## src/rtl/dual_boot_pkg.sv

```systemverilog
// Shared register map, config-select word layout and sequencer states for the
// MAX10 dual_boot remote-update sequencer.
package dual_boot_pkg;

    localparam logic [2:0] REG_TRIGGER = 3'd0;
    localparam logic [2:0] REG_CFGSEL  = 3'd1;
    localparam logic [2:0] REG_BUSY    = 3'd3;

    localparam int SEL_BIT = 0;
    localparam int OVR_BIT = 1;

    typedef enum logic [3:0] {
        S_IDLE,
        S_POLL_A,
        S_WAIT_A,
        S_WR_SEL,
        S_POLL_B,
        S_WAIT_B,
        S_HOLDOFF,
        S_TRIG,
        S_DONE,
        S_ERR
    } state_e;

    // Bits needed to hold 0..max_val; never less than one.
    function automatic int cnt_width(input int max_val);
        return (max_val < 1) ? 1 : $clog2(max_val + 1);
    endfunction

    function automatic logic [31:0] cfgsel_word(input logic img);
        logic [31:0] w;
        w          = '0;
        w[OVR_BIT] = 1'b1;
        w[SEL_BIT] = img;
        return w;
    endfunction

endpackage

```

## src/rtl/dual_boot_poll.sv

```systemverilog
// Busy-register poll helper: read-latency countdown, busy sample and poll
// budget. Shared by both poll phases of the sequencer.
module dual_boot_poll
    import dual_boot_pkg::*;
#(
    parameter int RD_LATENCY = 2,
    parameter int MAX_POLLS  = 1024
) (
    input  logic clk,
    input  logic reset,
    input  logic poll_en,
    input  logic wait_en,
    input  logic clr,
    input  logic ip_busy,
    output logic not_busy,
    output logic retry,
    output logic timeout
);

    localparam int LW = cnt_width(RD_LATENCY - 1);
    localparam int PW = cnt_width(MAX_POLLS);
    localparam logic [LW-1:0] LAT_LOAD = LW'(RD_LATENCY - 1);
    localparam logic [PW-1:0] POLL_MAX = PW'(MAX_POLLS);

    logic [LW-1:0] lat_q, lat_d;
    logic [PW-1:0] polls_q, polls_d;
    logic          sample;
    logic          budget_left;

    always_comb begin
        lat_d       = lat_q;
        polls_d     = polls_q;
        // readdata is valid on the last wait cycle, when the countdown hits zero
        sample      = wait_en && (lat_q == '0);
        budget_left = (polls_q < POLL_MAX);
        not_busy    = sample && !ip_busy;
        retry       = sample && ip_busy && budget_left;
        timeout     = sample && ip_busy && !budget_left;

        if (poll_en) begin
            lat_d = LAT_LOAD;
        end else if (wait_en && (lat_q != '0)) begin
            lat_d = lat_q - LW'(1);
        end

        if (clr) begin
            polls_d = '0;
        end else if (retry) begin
            polls_d = polls_q + PW'(1);
        end
    end

    always_ff @(posedge clk) begin
        if (reset) begin
            lat_q   <= '0;
            polls_q <= '0;
        end else begin
            lat_q   <= lat_d;
            polls_q <= polls_d;
        end
    end

endmodule

```

## src/rtl/dual_boot_ctrl.sv

```systemverilog
// Sequencer driving the MAX10 dual_boot Avalon-MM slave: poll idle, write the
// image-select overwrite, poll idle, hold off, then trigger reconfiguration.
//
//   state     | meaning
//   IDLE      | waiting for req
//   POLL_A/B  | busy-register read strobe (before / after config_sel write)
//   WAIT_A/B  | read latency, then busy sample
//   WR_SEL    | config_sel overwrite write
//   HOLDOFF   | delay before trigger
//   TRIG      | reconfiguration trigger write
//   DONE/ERR  | finished / poll timeout; req restarts
module dual_boot_ctrl
    import dual_boot_pkg::*;
#(
    parameter int RD_LATENCY     = 2,
    parameter int MAX_POLLS      = 1024,
    parameter int HOLDOFF_CYCLES = 50_000_000
) (
    input  logic        clk,
    input  logic        reset,
    input  logic        req,
    input  logic        img_sel,
    output logic [2:0]  avm_address,
    output logic        avm_read,
    output logic        avm_write,
    output logic [31:0] avm_writedata,
    input  logic [31:0] avm_readdata,
    output logic        busy,
    output logic        done,
    output logic        err
);

    localparam int HW = cnt_width(HOLDOFF_CYCLES);
    localparam logic [HW-1:0] HOLD_LOAD =
        HW'((HOLDOFF_CYCLES > 0) ? HOLDOFF_CYCLES - 1 : 0);

    state_e        state_q, state_d;
    logic          img_q, img_d;
    logic [HW-1:0] hold_q, hold_d;
    logic [2:0]    addr_q, addr_d;
    logic          read_q, read_d;
    logic          write_q, write_d;
    logic [31:0]   wdata_q, wdata_d;
    logic          busy_q, busy_d;
    logic          done_q, done_d;
    logic          err_q, err_d;

    logic poll_en, wait_en, poll_clr;
    logic not_busy, retry, timeout;
    logic unused_rd_hi;

    assign unused_rd_hi = ^avm_readdata[31:1];
    assign poll_en      = (state_q == S_POLL_A) || (state_q == S_POLL_B);
    assign wait_en      = (state_q == S_WAIT_A) || (state_q == S_WAIT_B);

    dual_boot_poll #(
        .RD_LATENCY (RD_LATENCY),
        .MAX_POLLS  (MAX_POLLS)
    ) u_poll (
        .clk      (clk),
        .reset    (reset),
        .poll_en  (poll_en),
        .wait_en  (wait_en),
        .clr      (poll_clr),
        .ip_busy  (avm_readdata[0]),
        .not_busy (not_busy),
        .retry    (retry),
        .timeout  (timeout)
    );

    always_comb begin
        state_d  = state_q;
        img_d    = img_q;
        hold_d   = hold_q;
        poll_clr = 1'b0;

        unique case (state_q)
            S_IDLE, S_DONE, S_ERR: begin
                if (req) begin
                    img_d    = img_sel;
                    poll_clr = 1'b1;
                    state_d  = S_POLL_A;
                end
            end
            S_POLL_A: state_d = S_WAIT_A;
            S_WAIT_A: begin
                if (not_busy)     state_d = S_WR_SEL;
                else if (retry)   state_d = S_POLL_A;
                else if (timeout) state_d = S_ERR;
            end
            S_WR_SEL: begin
                poll_clr = 1'b1;
                state_d  = S_POLL_B;
            end
            S_POLL_B: state_d = S_WAIT_B;
            S_WAIT_B: begin
                if (not_busy) begin
                    if (HOLDOFF_CYCLES == 0) begin
                        state_d = S_TRIG;
                    end else begin
                        hold_d  = HOLD_LOAD;
                        state_d = S_HOLDOFF;
                    end
                end else if (retry) begin
                    state_d = S_POLL_B;
                end else if (timeout) begin
                    state_d = S_ERR;
                end
            end
            S_HOLDOFF: begin
                if (hold_q == '0) state_d = S_TRIG;
                else              hold_d  = hold_q - HW'(1);
            end
            S_TRIG:  state_d = S_DONE;
            default: state_d = S_IDLE;
        endcase
    end

    // Outputs are decoded from the next state so they register in step with it.
    always_comb begin
        read_d  = 1'b0;
        write_d = 1'b0;
        addr_d  = '0;
        wdata_d = '0;
        case (state_d)
            S_POLL_A, S_POLL_B: begin
                read_d = 1'b1;
                addr_d = REG_BUSY;
            end
            S_WR_SEL: begin
                write_d = 1'b1;
                addr_d  = REG_CFGSEL;
                wdata_d = cfgsel_word(img_d);
            end
            S_TRIG: begin
                write_d = 1'b1;
                addr_d  = REG_TRIGGER;
                wdata_d = 32'h1;
            end
            default: ;
        endcase
        busy_d = !((state_d == S_IDLE) || (state_d == S_DONE) || (state_d == S_ERR));
        done_d = (state_d == S_DONE);
        err_d  = (state_d == S_ERR);
    end

    always_ff @(posedge clk) begin
        if (reset) begin
            state_q <= S_IDLE;
            img_q   <= 1'b0;
            hold_q  <= '0;
            addr_q  <= '0;
            read_q  <= 1'b0;
            write_q <= 1'b0;
            wdata_q <= '0;
            busy_q  <= 1'b0;
            done_q  <= 1'b0;
            err_q   <= 1'b0;
        end else begin
            state_q <= state_d;
            img_q   <= img_d;
            hold_q  <= hold_d;
            addr_q  <= addr_d;
            read_q  <= read_d;
            write_q <= write_d;
            wdata_q <= wdata_d;
            busy_q  <= busy_d;
            done_q  <= done_d;
            err_q   <= err_d;
        end
    end

    assign avm_address   = addr_q;
    assign avm_read      = read_q;
    assign avm_write     = write_q;
    assign avm_writedata = wdata_q;
    assign busy          = busy_q;
    assign done          = done_q;
    assign err           = err_q;

endmodule

```

## config.mk

```make
export PLATFORM = sky130hd
export DESIGN_NAME = dual_boot_ctrl
export DESIGN_NICKNAME = d
export VERILOG_FILES = /design/src/rtl/dual_boot_pkg.sv /design/src/rtl/dual_boot_poll.sv /design/src/rtl/dual_boot_ctrl.sv
export SDC_FILE = /design/constraint.sdc
export NUM_CORES = 1
export LEC_CHECK = 0
export ABC_AREA = 1
export BUFFER_PORTS_ARGS = -buffer_cell sky130_fd_sc_hd__buf_2
export CORE_MARGIN = 2
export CORE_UTILIZATION = 53
export CTS_CLUSTER_SIZE = 24
export DETAILED_ROUTE_END_ITERATION = 6
export PLACE_DENSITY = 0.79
export SLEW_MARGIN = 10
export SYNTH_ARGS = -nofsm -noshare
export SYNTH_HDL_FRONTEND = slang
export SYNTH_SLANG_ARGS = --single-unit
export TNS_END_PERCENT = 50
```

## constraint.sdc

```tcl
create_clock -name clk -period 2.9 [get_ports clk]
set_clock_uncertainty 0.1 [all_clocks]
set_input_delay 0.435 -clock clk [delete_from_list [all_inputs] [get_ports clk]]
set_output_delay 0.435 -clock clk [all_outputs]
set_load 0.01 [all_outputs]
```

==> flow_summary.yaml, run 1 <==
status:
  status: "complete, no violations"
synth:
  ys_seq_area_share_pct: 31.4
  netlist.area_leader.share_pct: 31.4
  netlist-cell-type-count: 42
  synth_area_leaders: "dfxtp_1 (31%), nand2_1 (10%), nor2_1 (7.5%), buf_4 (7.0%), a21oi_2 (5.0%)"
  ys_ff_latch: 52
  yosysWarningCount: 0
  syn_area_per_cell_um2: 7.09
  synth_largest_area_cell: "dfxtp_1"
  syn_area_um2: 3310
  synth_edf_count: 0
  ys.flop_type: "dfxtp_1"
  synthArstFlopShare_pct: 0
  synthCells: 467
worst_setup_path:
  cp_data_arrival_time_ns: 2.40
  r2r_start: "hold_q[0]"
  crit_path_start: "hold_q[0]"
  worst_setup_path_end_kind: "flop"
  r2r_setup_slack_ns: 0.62
  start_kind: "flop"
  required_ns: 3.01
  crit_path_max_fanout: 28
  critPathKind: "reg2reg"
power:
  p_per_area_nw_per_um2: 455
  report.power.total_mw: 1.53
  vdd_drop_max_uv: 257
  p_leak_nw: 1.55
min_path:
  min-delay-start: "img_sel"
  holdCritPathClass: "in2reg"
clock_tree:
  clk_latency_ns: 0.32
  clk_path_buf_depth: 2
  cts.hold.buffers_added: 0
  htree_levels: 2
  cts.sinks: 52
  cts_tree: "done"
  cts_setup_buffers: 0
  clockRootBuffer: "clkbuf_8"
  cts_buffers: 5
  path_clk_slew_ns: 0.10
  ctsResizeCount: 0
grt:
  antenna_found_initial: 0
  grt_max_degree: 30
  grt_usage_pct: 18.6
  grt_pass1_wl_um: 10800
  gr-total-overflow: 0
  grt_pass1_vias: 2498
detailed_routing:
  vias_per_cell: 5.11
  vias: 2818
  drtIter0Drc: 110
  ant_nets: 0
  wirelength_um: 6350
  wl_per_cell_um: 11.5
  drc: 0
  dr.pass1.iters: 6
timing:
  timing.fmax_mhz: 438
  rsz0062_at_grt: "false"
  hold_violations: 0
  drv_slew: 0
  setup_tns_ns: 0
  finalSetupViolCount: 0
  period_minus_slack_ns: 2.28
  fin_crit_sh_pct: 78.7
finish:
  ff_latch_area_um2: 1040
  final_util_pct: 56.2
  antennaDiodeCount: 0
  drive_above_1_share_pct: 18.7
  layout_commonest_cell: "nand2_1"
  mostFrequentLayoutCells: "nand2_1 (88), nor2_1 (66), dfxtp_1 (52)"
  multi_input_comb_area_um2: 1890
  layoutNonFillerInstCount: 552
  synthToLayoutAreaGrowth_pct: 1.66
  final_area_um2: 3370
  fillers: 551
  finalNetCount: 514
die:
  die_w_um: 83.1
  dieArea_um2: 6900
  io_pins: 76
  core_area_um2: 5990
  initial_utilization_pct: 55.3
  dieHeight_um: 83.1
  fp-row-count: 28
placed_design:
  hpwlAfterDp_um: 4620
  io_buffers: 13
  dpl_cell_area_um2: 3270
  placed_cells: 544
  gp_congestion: 0.896
flow_run:
  cap_violations: 0
==> final timing paths <==
| check | end | cells past startpoint |
|---|---|---|
| worst min register to register | u_poll.polls_q[8] | 2 |
| worst min-delay path | img_q | 3 |
| worst max-delay path | hold_q[0] | 11 |
| worst max register to register | hold_q[0] | 11 |
==> flip-flops by register name (all words and copies together), names as in the netlist <==
register,count
hold_q,26
done,1
err,1
busy,1
avm_writedata,2
u_poll.lat_q,1
state_q,4
u_poll.polls_q,11
img_q,1
avm_write,1
avm_read,1
avm_address,2
==> logic make-up (layout without fill, tap and decap cells) <==
kind of cell	Yosys count	in the layout	share of synthesized area [%]
adder cells (fa/ha/maj)	2	2	0.755
buffers and inverters	86	66	14.8
AO/OA/AOI/OAI	66	66	12.3
AND/OR/NAND/NOR	238	238	34.7
multiplexers	1	1	0.302
other	1	31	0.113
XOR/XNOR	21	21	5.55
flip-flops	52	52	31.4
==> where the power goes <==
group / total [mW] / internal, mW / switching, mW
Combinational: 0.321 / 0.109 / 0.212
Sequential: 0.763 / 0.741 / 0.0221
Clock: 0.446 / 0.178 / 0.269
==> stage by stage <==
stage          hold WS (ns)  setup WS, ns
6_report              0.294         0.618
5_1_grt               0.331         0.450
4_1_cts               0.286         0.622
3_5_place_dp          0.359         0.640
3_3_place_gp          0.355         0.710
2_1_floorplan         0.344          1.06
==> area by class of cell <==
class	instances	share of cell area [%]
inverter	44	5.05
sequential	52	30.9
timing repair buffer	14	2.16
tap	75	2.79
clock inverter	3	0.818
multi-input combinational	359	56.2
clock buffer	5	2.04
==> worst max-delay path: stages, from the launching register on <==
cell and delay, ns:
dfxtp_1 0.32, inv_1 0.13, ha_1 0.29, nand2_2 0.13, nor2_2 0.22, nand3_2 0.15, nor2_4 0.14, nor2_4 0.07
nand2_8 0.21, inv_4 0.16, o21ai_0 0.19, nor2_1 0.05
==> per-layer routing <==
metal	track usage (%)	wire [µm]
met5	0	0
met2	31.0	2900
met1	24.2	3030
met3	3.68	327
met4	5.66	82
==> cell usage after synthesis, types with 2 or more instances <==
library cell / count
nor3_1: 9
xor2_1: 10
nor3_2: 2
clkbuf_1: 4
xnor2_1: 11
buf_6: 3
o21ai_0: 15
o21ai_1: 8
inv_1: 36
nand3_2: 2
nor2_1: 66
or2_2: 2
a21oi_1: 21
nor2_4: 6
nand2_1: 88
inv_2: 5
buf_8: 2
nand3_1: 25
nand4_1: 6
dfxtp_1: 52
inv_4: 2
nand2_2: 22
ha_1: 2
a21oi_2: 19
buf_4: 31
nor2_2: 2
(Power assumes the default switching activity.)
==> inputs of run 2 (changes only) <==
--- a/config.mk
+++ b/config.mk
@@ -5,13 +5,13 @@
 export SDC_FILE = /design/constraint.sdc
 export NUM_CORES = 1
 export LEC_CHECK = 0
-export ABC_AREA = 1
+export ABC_AREA = 0
 export BUFFER_PORTS_ARGS = -buffer_cell sky130_fd_sc_hd__buf_2
 export CORE_MARGIN = 2
-export CORE_UTILIZATION = 53
+export CORE_UTILIZATION = 48
 export CTS_CLUSTER_SIZE = 24
 export DETAILED_ROUTE_END_ITERATION = 6
-export PLACE_DENSITY = 0.79
+export PLACE_DENSITY = 0.76
 export SLEW_MARGIN = 10
 export SYNTH_ARGS = -nofsm -noshare
 export SYNTH_HDL_FRONTEND = slang
==> constraint.sdc (replaced) <==
create_clock -name clk -period 2.09 [get_ports clk]
set_clock_uncertainty 0.1 [all_clocks]
set_input_delay 0.3135 -clock clk [delete_from_list [all_inputs] [get_ports clk]]
set_output_delay 0.3135 -clock clk [all_outputs]
set_load 0.01 [all_outputs]
==> run 2 against run 1 <==
Against the previous run: the run now ends with setup timing left; sequential power increased by 51%; core utilization rose by 8.5 points; total power increased by 110%; clock-buffer cell count is 1 higher; synthesized cell count down 28%; global-route usage rose by 0.69 points; die area shrank 1.6%; flip-flop and latch count is the same; setup slack worse by 0.72 ns; cell count fell by 12%; combinational power rose to 4.1 times the previous value; design area up 14%; critical path type unchanged; largest cell class unchanged; largest power group is now combinational cells; highest routed layer unchanged.
==> flow_summary.yaml, run 2 <==
die:
  dieHeight_um: 82.4
  fp-row-count: 28
  core_area_um2: 5920
  io_pins: 76
  dieArea_um2: 6780
  die_w_um: 82.4
  initial_utilization_pct: 49.8
worst_setup_path:
  critPathKind: "reg2reg"
  crit_end: "hold_q[16]"
  reg2reg_depth: 6
  r2r_start: "hold_q[5]"
  cp_data_arrival_time_ns: 2.33
  crit_path_start: "hold_q[5]"
  r2r_setup_slack_ns: -0.1
  start_kind: "flop"
  required_ns: 2.24
  worst_setup_path_end_kind: "flop"
  crit_path_max_fanout: 4
  reg2reg_to: "hold_q[16]"
finish:
  largest_registers: "hold_q x26, u_poll.polls_q x11, state_q x4"
  finalNetCount: 446
  drive_above_1_share_pct: 35.5
  final_util_pct: 64.7
  synthToLayoutAreaGrowth_pct: 30.0
  antennaDiodeCount: 0
  multi_input_comb_area_um2: 1930
  regMostFlops: "hold_q"
  largest_reg_flops: 26
  mostFrequentLayoutCells: "buf_4 (59), dfxtp_1 (43), conb_1 (31)"
  fillers: 450
  final_area_um2: 3830
  layoutNonFillerInstCount: 484
  ff_latch_area_um2: 1060
  layout_commonest_cell: "buf_4"
status:
  violations: "setup timing"
  status: "finished, violations left"
power:
  p_per_area_nw_per_um2: 832
  report.power.total_mw: 3.19
  p_leak_nw: 1.52
  vdd_drop_max_uv: 508
timing:
  drv_slew: 0
  slew_headroom_pct: 48.8
  tightestPinTransition_ns: 0.767
  period_minus_slack_ns: 2.19
  rsz0062_at_grt: "true"
  layout_setup_ws_ns: -0.0980
  setup_tns_ns: -0.497
  fin_crit_sh_pct: 105
  hold_ws_ns: 0.168
  timing.fmax_mhz: 457
  hold_violations: 0
  finalSetupViolCount: 12
synth:
  synth_area_leaders: "dfxtp_1 (35%), buf_4 (7.9%), a21oi_1 (3.6%), xnor2_1 (3.3%), nor2_1 (3.2%)"
  syn_area_per_cell_um2: 8.72
  synthArstFlopShare_pct: 0
  ys_seq_area_share_pct: 35.3
  yosysWarningCount: 0
  netlist.area_leader.share_pct: 35.3
  synthCells: 338
  synth_edf_count: 0
  ys.flop_type: "dfxtp_1"
  netlist-cell-type-count: 65
  syn_area_um2: 2950
  ys_top_cells_by_count: "dfxtp_1 (52), buf_4 (31), nor2_1 (25), a21oi_1 (21)"
  synth_largest_area_cell: "dfxtp_1"
  synth.most_common_cell: "dfxtp_1"
  ys_ff_latch: 52
placed_design:
  dpl_cell_area_um2: 3320
  hpwlAfterDp_um: 4750
  placed_cells: 461
  io_buffers: 13
  dpl_worst_slack_ns: -0.161
  gp_congestion: 0.851
detailed_routing:
  ant_nets: 0
  wl_per_cell_um: 15.7
  vias_per_cell: 5.71
  vias: 2766
  drtIter0Drc: 173
  wirelength_um: 7610
  drc: 0
  dr.pass1.iters: 5
flow_run:
  cap_violations: 0
grt:
  gr-total-overflow: 0
  grt_usage_pct: 19.2
  grt_pass1_vias: 2363
  antenna_found_initial: 0
  grt_max_degree: 35
  grt_pass1_wl_um: 10400
clock_tree:
  cts.sinks: 52
  htree_levels: 2
  clk_path_buf_depth: 2
  cts_buffers: 5
  clockRootBuffer: "clkbuf_8"
  path_clk_slew_ns: 0.10
  cts_tree: "done"
  clk_latency_ns: 0.31
min_path:
  holdCritPathClass: "in2reg"
-- run 2: changes by cell type after synthesis, sizes merged, moves of 8 or more --
cell	change
nand2	-97
inv	-36
or4	+9
or3	+11
a21oi	-19
nor2	-49
clkbuf	+9
nand3	-24
a31oi	+8
nor4	+10
-- run 2: how the worst min path moves through the flow --
| stage | startpoint | end | slack (ns) | depth (start not counted) |
|---|---|---|---|---|
| 2_1_floorplan | u_poll.polls_q[1] | u_poll.polls_q[1] | 0.35 | 2 |
| 3_3_place_gp | u_poll.polls_q[1] | u_poll.polls_q[1] | 0.36 | 2 |
| 3_5_place_dp | u_poll.polls_q[9] | u_poll.polls_q[9] | 0.38 | 2 |
| 4_1_cts | img_sel | img_q | 0.17 | 3 |
| 5_1_grt | img_sel | img_q | 0.19 | 3 |
| 6_report | img_sel | img_q | 0.17 | 3 |
-- run 2: final cells by class --
cell class / count / share of cell area (%)
Clock buffer: 6 / 1.89
Clock inverter: 2 / 1.01
Inverter: 7 / 0.686
Multi-Input combinational cell: 262 / 50.3
Sequential cell: 52 / 27.6
Tap cell: 75 / 2.45
Timing Repair Buffer: 80 / 16.1
-- run 2: cells by family (layout without fill, tap and decap cells) --
group                    count (synthesis)  after routing  share of synthesized area, %
AND/OR/NAND/NOR                        126            126                          28.1
AO/OA/AOI/OAI                           85             85                          18.8
buffers and inverters                   54             95                          11.3
flip-flops                              52             52                          35.3
XOR/XNOR                                16             16                          4.75
adder cells (fa/ha/maj)                  2              2                         0.849
multiplexers                             2              2                         0.679
other                                    1             31                         0.127
-- run 2: power breakdown --
part / internal (mW) / leakage (nW) / switching (mW) / total, mW
Combinational: 0.623 / 1.04 / 0.709 / 1.33
Clock: 0.362 / 0.0558 / 0.343 / 0.705
Sequential: 1.08 / 0.426 / 0.0731 / 1.15
-- run 2: timing repair --
action / 4_1_cts / 5_1_grt
pin swaps: 20 / 36
gates resized for setup: 16 / 45
setup endpoints to repair: 23 / 38
hold buffers: 0 / 0
buffers inserted: 4 / 12
-- run 2: critical path, stage by stage, from the launching register on --
cell and delay (ns):
dfxtp_2 0.36, or4_4 0.56, buf_12 0.16, nor4_4 0.27, o2111ai_2 0.18, or3_1 0.35, a21oi_1 0.14
-- run 2: layer usage --
metal	share of wire [%]	vias up	GRT usage (%)
li1	-	1338	-
met2	53	86	32.4
met3	3.8	20	3.59
met1	41	1322	24.7
met5	0	-	0
met4	2.0	0	6.50
